`config.mk`:
```
export PLATFORM = sky130hd
export DESIGN_NAME = riscv_mc_sequencer
export DESIGN_NICKNAME = d
export VERILOG_FILES = /design/src/rtl/riscv_mc_sequencer.sv
export SDC_FILE = /design/constraint.sdc
export NUM_CORES = 1
export LEC_CHECK = 0
export BUFFER_PORTS_ARGS = -buffer_cell sky130_fd_sc_hd__buf_2
export CAP_MARGIN = 20
export CORE_MARGIN = 5
export CORE_UTILIZATION = 47
export CTS_BUF_LIST = sky130_fd_sc_hd__clkbuf_16
export DETAILED_ROUTE_END_ITERATION = 6
export HOLD_SLACK_MARGIN = 0.15
export PLACE_DENSITY = 0.78
export SLEW_MARGIN = 5
export SYNTH_ARGS = -nofsm -noshare
export SYNTH_HDL_FRONTEND = slang
export SYNTH_SLANG_ARGS = --single-unit
```
`constraint.sdc`:
```
create_clock -name clk -period 2.6 [get_ports clk]
set_input_delay 0.52 -clock clk [delete_from_list [all_inputs] [get_ports clk]]
set_output_delay 0.52 -clock clk [all_outputs]
set_load 0.005 [all_outputs]
```
`src/rtl/riscv_mc_sequencer.sv`:
```
// Multi-cycle RISC-V sequencer: PC, instruction register, FETCH/DECODE/EXECUTE/MEM/WB FSM, retire counter, trap.
// Optional macro RISCV_SEQ_TIMEOUT_EN adds per-access wait timeouts (trap causes 10/11).
module riscv_mc_sequencer #(
    parameter int              XLEN           = 32,
    parameter logic [XLEN-1:0] RESET_PC       = '0,
    parameter int              TIMEOUT_CYCLES = 16
) (
    input  logic            clk,
    input  logic            reset_n,
    output logic            imem_req_o,
    output logic [XLEN-1:0] imem_addr_o,
    input  logic            imem_rvalid_i,
    input  logic [31:0]     imem_rdata_i,
    output logic [31:0]     instr_o,
    input  logic            is_r_type_i,
    input  logic            is_i_type_i,
    input  logic            is_s_type_i,
    input  logic            is_b_type_i,
    input  logic            is_u_type_i,
    input  logic            is_j_type_i,
    input  logic            mem_rd_i,
    input  logic            mem_wr_i,
    input  logic            rf_en_i,
    input  logic [XLEN-1:0] pc_next_i,
    output logic [XLEN-1:0] pc_o,
    output logic            alu_en_o,
    output logic            dmem_req_o,
    output logic            dmem_we_o,
    input  logic            dmem_rvalid_i,
    output logic            rf_we_o,
    output logic [31:0]     instret_o,
    output logic            trap_o,
    output logic [1:0]      trap_cause_o
);

    typedef enum logic [2:0] {
        S_FETCH,
        S_DECODE,
        S_EXECUTE,
        S_MEM,
        S_WB,
        S_TRAP
    } state_t;

    state_t state;
    logic   cap_rd;
    logic   cap_wr;
    logic   cap_rf;
    logic   any_type;

    assign imem_addr_o = pc_o;
    assign any_type    = |{is_r_type_i, is_i_type_i, is_s_type_i,
                           is_b_type_i, is_u_type_i, is_j_type_i};

`ifdef RISCV_SEQ_TIMEOUT_EN
    localparam int               CNT_W   = $clog2(TIMEOUT_CYCLES + 1);
    localparam logic [CNT_W-1:0] TO_LAST = CNT_W'(TIMEOUT_CYCLES - 1);
    logic [CNT_W-1:0] wait_cnt;
`else
    logic unused_timeout_cfg;
    assign unused_timeout_cfg = (TIMEOUT_CYCLES == 0);
`endif

    // Strobes are registered alongside the state transition, so each one
    // is a pure function of the current state and the captured control bits.
    always_ff @(posedge clk) begin
        if (!reset_n) begin
            state        <= S_FETCH;
            pc_o         <= RESET_PC;
            instr_o      <= '0;
            instret_o    <= '0;
            cap_rd       <= 1'b0;
            cap_wr       <= 1'b0;
            cap_rf       <= 1'b0;
            imem_req_o   <= 1'b1;
            alu_en_o     <= 1'b0;
            dmem_req_o   <= 1'b0;
            dmem_we_o    <= 1'b0;
            rf_we_o      <= 1'b0;
            trap_o       <= 1'b0;
            trap_cause_o <= 2'b00;
`ifdef RISCV_SEQ_TIMEOUT_EN
            wait_cnt     <= '0;
`endif
        end else begin
            case (state)
                S_FETCH: begin
                    if (imem_rvalid_i) begin
                        instr_o    <= imem_rdata_i;
                        imem_req_o <= 1'b0;
                        state      <= S_DECODE;
                    end
`ifdef RISCV_SEQ_TIMEOUT_EN
                    else if (wait_cnt == TO_LAST) begin
                        imem_req_o   <= 1'b0;
                        trap_o       <= 1'b1;
                        trap_cause_o <= 2'b10;
                        state        <= S_TRAP;
                    end else begin
                        wait_cnt <= wait_cnt + 1'b1;
                    end
`endif
                end
                S_DECODE: begin
                    if (!any_type) begin
                        trap_o       <= 1'b1;
                        trap_cause_o <= 2'b01;
                        state        <= S_TRAP;
                    end else begin
                        cap_rd   <= mem_rd_i;
                        cap_wr   <= mem_wr_i;
                        cap_rf   <= rf_en_i;
                        alu_en_o <= 1'b1;
                        state    <= S_EXECUTE;
                    end
                end
                S_EXECUTE: begin
                    alu_en_o <= 1'b0;
                    if (cap_rd || cap_wr) begin
                        dmem_req_o <= 1'b1;
                        dmem_we_o  <= cap_wr;
                        state      <= S_MEM;
`ifdef RISCV_SEQ_TIMEOUT_EN
                        wait_cnt   <= '0;
`endif
                    end else begin
                        rf_we_o <= cap_rf;
                        state   <= S_WB;
                    end
                end
                S_MEM: begin
                    if (dmem_rvalid_i) begin
                        dmem_req_o <= 1'b0;
                        dmem_we_o  <= 1'b0;
                        rf_we_o    <= cap_rf;
                        state      <= S_WB;
                    end
`ifdef RISCV_SEQ_TIMEOUT_EN
                    else if (wait_cnt == TO_LAST) begin
                        dmem_req_o   <= 1'b0;
                        dmem_we_o    <= 1'b0;
                        trap_o       <= 1'b1;
                        trap_cause_o <= 2'b11;
                        state        <= S_TRAP;
                    end else begin
                        wait_cnt <= wait_cnt + 1'b1;
                    end
`endif
                end
                S_WB: begin
                    rf_we_o    <= 1'b0;
                    pc_o       <= pc_next_i;
                    instret_o  <= instret_o + 32'd1;
                    imem_req_o <= 1'b1;
                    state      <= S_FETCH;
`ifdef RISCV_SEQ_TIMEOUT_EN
                    wait_cnt   <= '0;
`endif
                end
                S_TRAP: begin
                    state <= S_TRAP;
                end
                default: begin
                    imem_req_o <= 1'b0;
                    alu_en_o   <= 1'b0;
                    dmem_req_o <= 1'b0;
                    dmem_we_o  <= 1'b0;
                    rf_we_o    <= 1'b0;
                    trap_o     <= 1'b1;
                    state      <= S_TRAP;
                end
            endcase
        end
    end

endmodule

```
==> results.toml <==
[run_status]
outcome = "finished clean"

[yosys]
yosys_warnings = 0
synth_top_area_share_pct = 46.86
synth_nets = 656
synth_area_leaders = "dfxtp_1, nand2_1, a21oi_1"
synth_area_mm2 = 0.004657
synth_commonest_cells = "nand2_1, dfxtp_1, a21oi_1, buf_4, clkbuf_1"
ys.flop_type = "dfxtp_1"
ys_seq_area_share_pct = 46.86
synth-edff-count = 0
ys_ff_latch = 109
ys_async_sr_fraction_pct = 0
yosys.area.top_type = "dfxtp_1"
synthCells = 578
syn_avg_cell_area_um2 = 8.057
synth_most_common_cell = "nand2_1"
ys_types = 50

[setup_path]
crit_path_cell_trace = "or3b_4 -> buf_4 -> nor4_1 -> nand4bb_1 -> a21oi_1"
critPathRequiredTime_ns = 2.87
cpMaxStageDelayCell = "nor4_1"
reg2reg_slack_ns = 0.18
slowest_delay_ns = 0.65
crit_path_start_kind = "flop"
r2r_cells = 5
worstPathArrival_ns = 2.69
worstReg2RegEnd = "instret_o[26]"
crit_type = "reg -> reg"
cp_top_family = "simple AND/OR/NAND/NOR gates"
crit_path_end_kind = "flop"
crit_fanout = 28
r2r-start = "state[2]"
path_buf_inv = 1

[sta]
setup_tns_ns = 0
rsz0062_at_grt = "no"
max_freq_mhz = 413.5
min_period_over_period_pct = 93.00
slew_violations = 0
worstMarginPinSlew_ns = 0.6918
period_needed_ns = 2.418
max-slew-margin-rel_pct = 53.46
setup_viol = 0
skew_ns = 0.006351
hold_viol = 0

[floorplanning]
die_h_um = 109.5
core_mm2 = 0.009729
fp.dieW_um = 109.5
pin_count = 213
die_area_mm2 = 0.01200
fp-row-count = 36
initial_core_util_pct = 47.87

[route]
firstDrtPassIters = 6
via_per_inst = 5.163
drtIter0Drc = 260
detail-route-antenna-nets = 0
wirelength_um = 12210
vias = 4528
drc = 0
routedWlPerCell_um = 13.92

[place]
dpl.hpwl_um = 8930
numPortBuffers = 211
place_inst = 862
gp_congestion = 0.8218

[global_route]
grt_use_total_pct = 19.59
grt_pass1_vias = 4181
gr-total-overflow = 0
grt_pass1_wl_um = 18920
antenna_found_initial = 0
grt_max_degree = 97
use_met1_pct = 22.51
busiest_layer = "met2"
grt_util_met3_pct = 5.872
grt.met2_usage_pct = 33.87

[power]
pwr-share-comb_pct = 17.0
intPower_uw = 2713
power_leakage_uw = 0.002566
p_total_uw = 3764
p_clk_share_pct = 33.0
p_sw_uw = 1051
powerDensity_mw_per_mm2 = 645.3
power_frac_seq_pct = 50.0
vdd_drop_max_uv = 392.0
p_sw_share_pct = 27.92

[cts]
cts_tree = "yes"
cts_buffers = 9
postCtsResizedCells = 0
postCtsSetupBuffers = 0
cts-root-buf = "clkbuf_16"
clockBufferDepth = 2
postCtsHoldBufs = 0
clk_latency_ns = 0.34
path_clk_slew_ns = 0.07
cts_num_sinks = 109
htree_levels = 3

[cells_and_area]
n_antenna_cell = 0
fin_cells = 877
layout.nets = 818
layout-drive-gt1-share_pct = 32.26
area.growth.synth_to_final_pct = 25.26

[min_path]
whs_path_depth = 3
hold_end = "instr_o[20]"
hold_path.class = "in -> reg"
hp-start = "imem_rdata_i[20]"

[run]
drv_cap = 0
kinds of logic (layout without fill, tap and decap cells):
logic type               Yosys count  in the layout  share of synthesized area (%)
AND/OR/NAND/NOR                  256            256                          25.74
AO/OA/AOI/OAI                    115            115                          13.94
flip-flops                       109            109                          46.86
buffers and inverters             75            241                          8.893
XOR/XNOR                          11             11                          2.069
multiplexers                      10             10                          2.149
adder cells (fa/ha/maj)            1              1                         0.2686
other                              1              1                        0.08052
cells in the final DEF (no fill, tap or decap), types with 3 or more instances in the layout:
master      instances
a21oi_1            81
and3_1              3
and4_1              4
buf_2             211
buf_4               6
clkbuf_16           9
clkinvlp_4          3
dfxtp_1           109
inv_1               7
mux2i_1            10
nand2_1           158
nand2b_1           11
nand3_1            12
nand4_1             9
nor2_1             19
nor4_1             14
o21a_1              4
o21ai_0             9
o31ai_1             6
o41ai_1             3
or3_1               4
or4_1               6
xnor2_1             7
xor2_1              4
sequential cells by signal (all words and copies together), names as in the netlist, 3 cells and up:
signal and flops:
imem_addr_o 32, instr_o 32, instret_o 32, state 3
tightest hold or removal path: cells and delay by family:
family	cells	cell delay, ns
AOI/OAI and AO/OA	1	0.05
and+or+nand+nor	1	0.04
buffers and inverters	1	0.10
power groups by stage:
stage	clock (uW)	sequential (uW)	combinational, uW
global placement	0	1910	635
finish	1240	1880	640
global route	1340	1900	726
floorplan	0	1910	414
CTS	1280	1880	650
detailed placement	0	1920	648
routing by layer:
layer / vias to the layer above / routed length, um
li1: 2258 / -
met1: 2069 / 4799
met3: 18 / 1145
met2: 183 / 6031
met5: - / 0
met4: 0 / 235
cell type report:
class	count	area, um2
Sequential cell	109	2182
Tap cell	133	166.4
Clock inverter	6	41.29
Clock buffer	9	225.2
Fill cell	880	3896
Timing Repair Buffer	218	1121
Multi-Input combinational cell	394	2067
Inverter	8	30.03
worst max-delay path by stage:
stage / start / endpoint / slack, ns / depth (start not counted)
2_1_floorplan: instret_o[14] / instret_o[31] / 0.78 / 4
3_3_place_gp: state[2] / instret_o[30] / 0.40 / 5
3_5_place_dp: state[2] / instret_o[26] / 0.24 / 5
4_1_cts: state[2] / instret_o[26] / 0.21 / 5
5_1_grt: state[2] / instret_o[26] / 0.009 / 5
6_report: state[2] / instret_o[26] / 0.18 / 5
stage by stage:
stage	worst slack, ns	area, um2	util [%]	hold slack, ns
floorplan	0.7816	4657	-	0.4527
global placement	0.4018	5567	57.21	0.4382
detailed placement	0.2423	5567	57.21	0.4454
CTS	0.2116	5833	59.95	0.3997
global route	0.008842	5833	59.95	0.4093
finish	0.1819	5833	59.95	0.4092
Power figures use the tool's default switching activity.
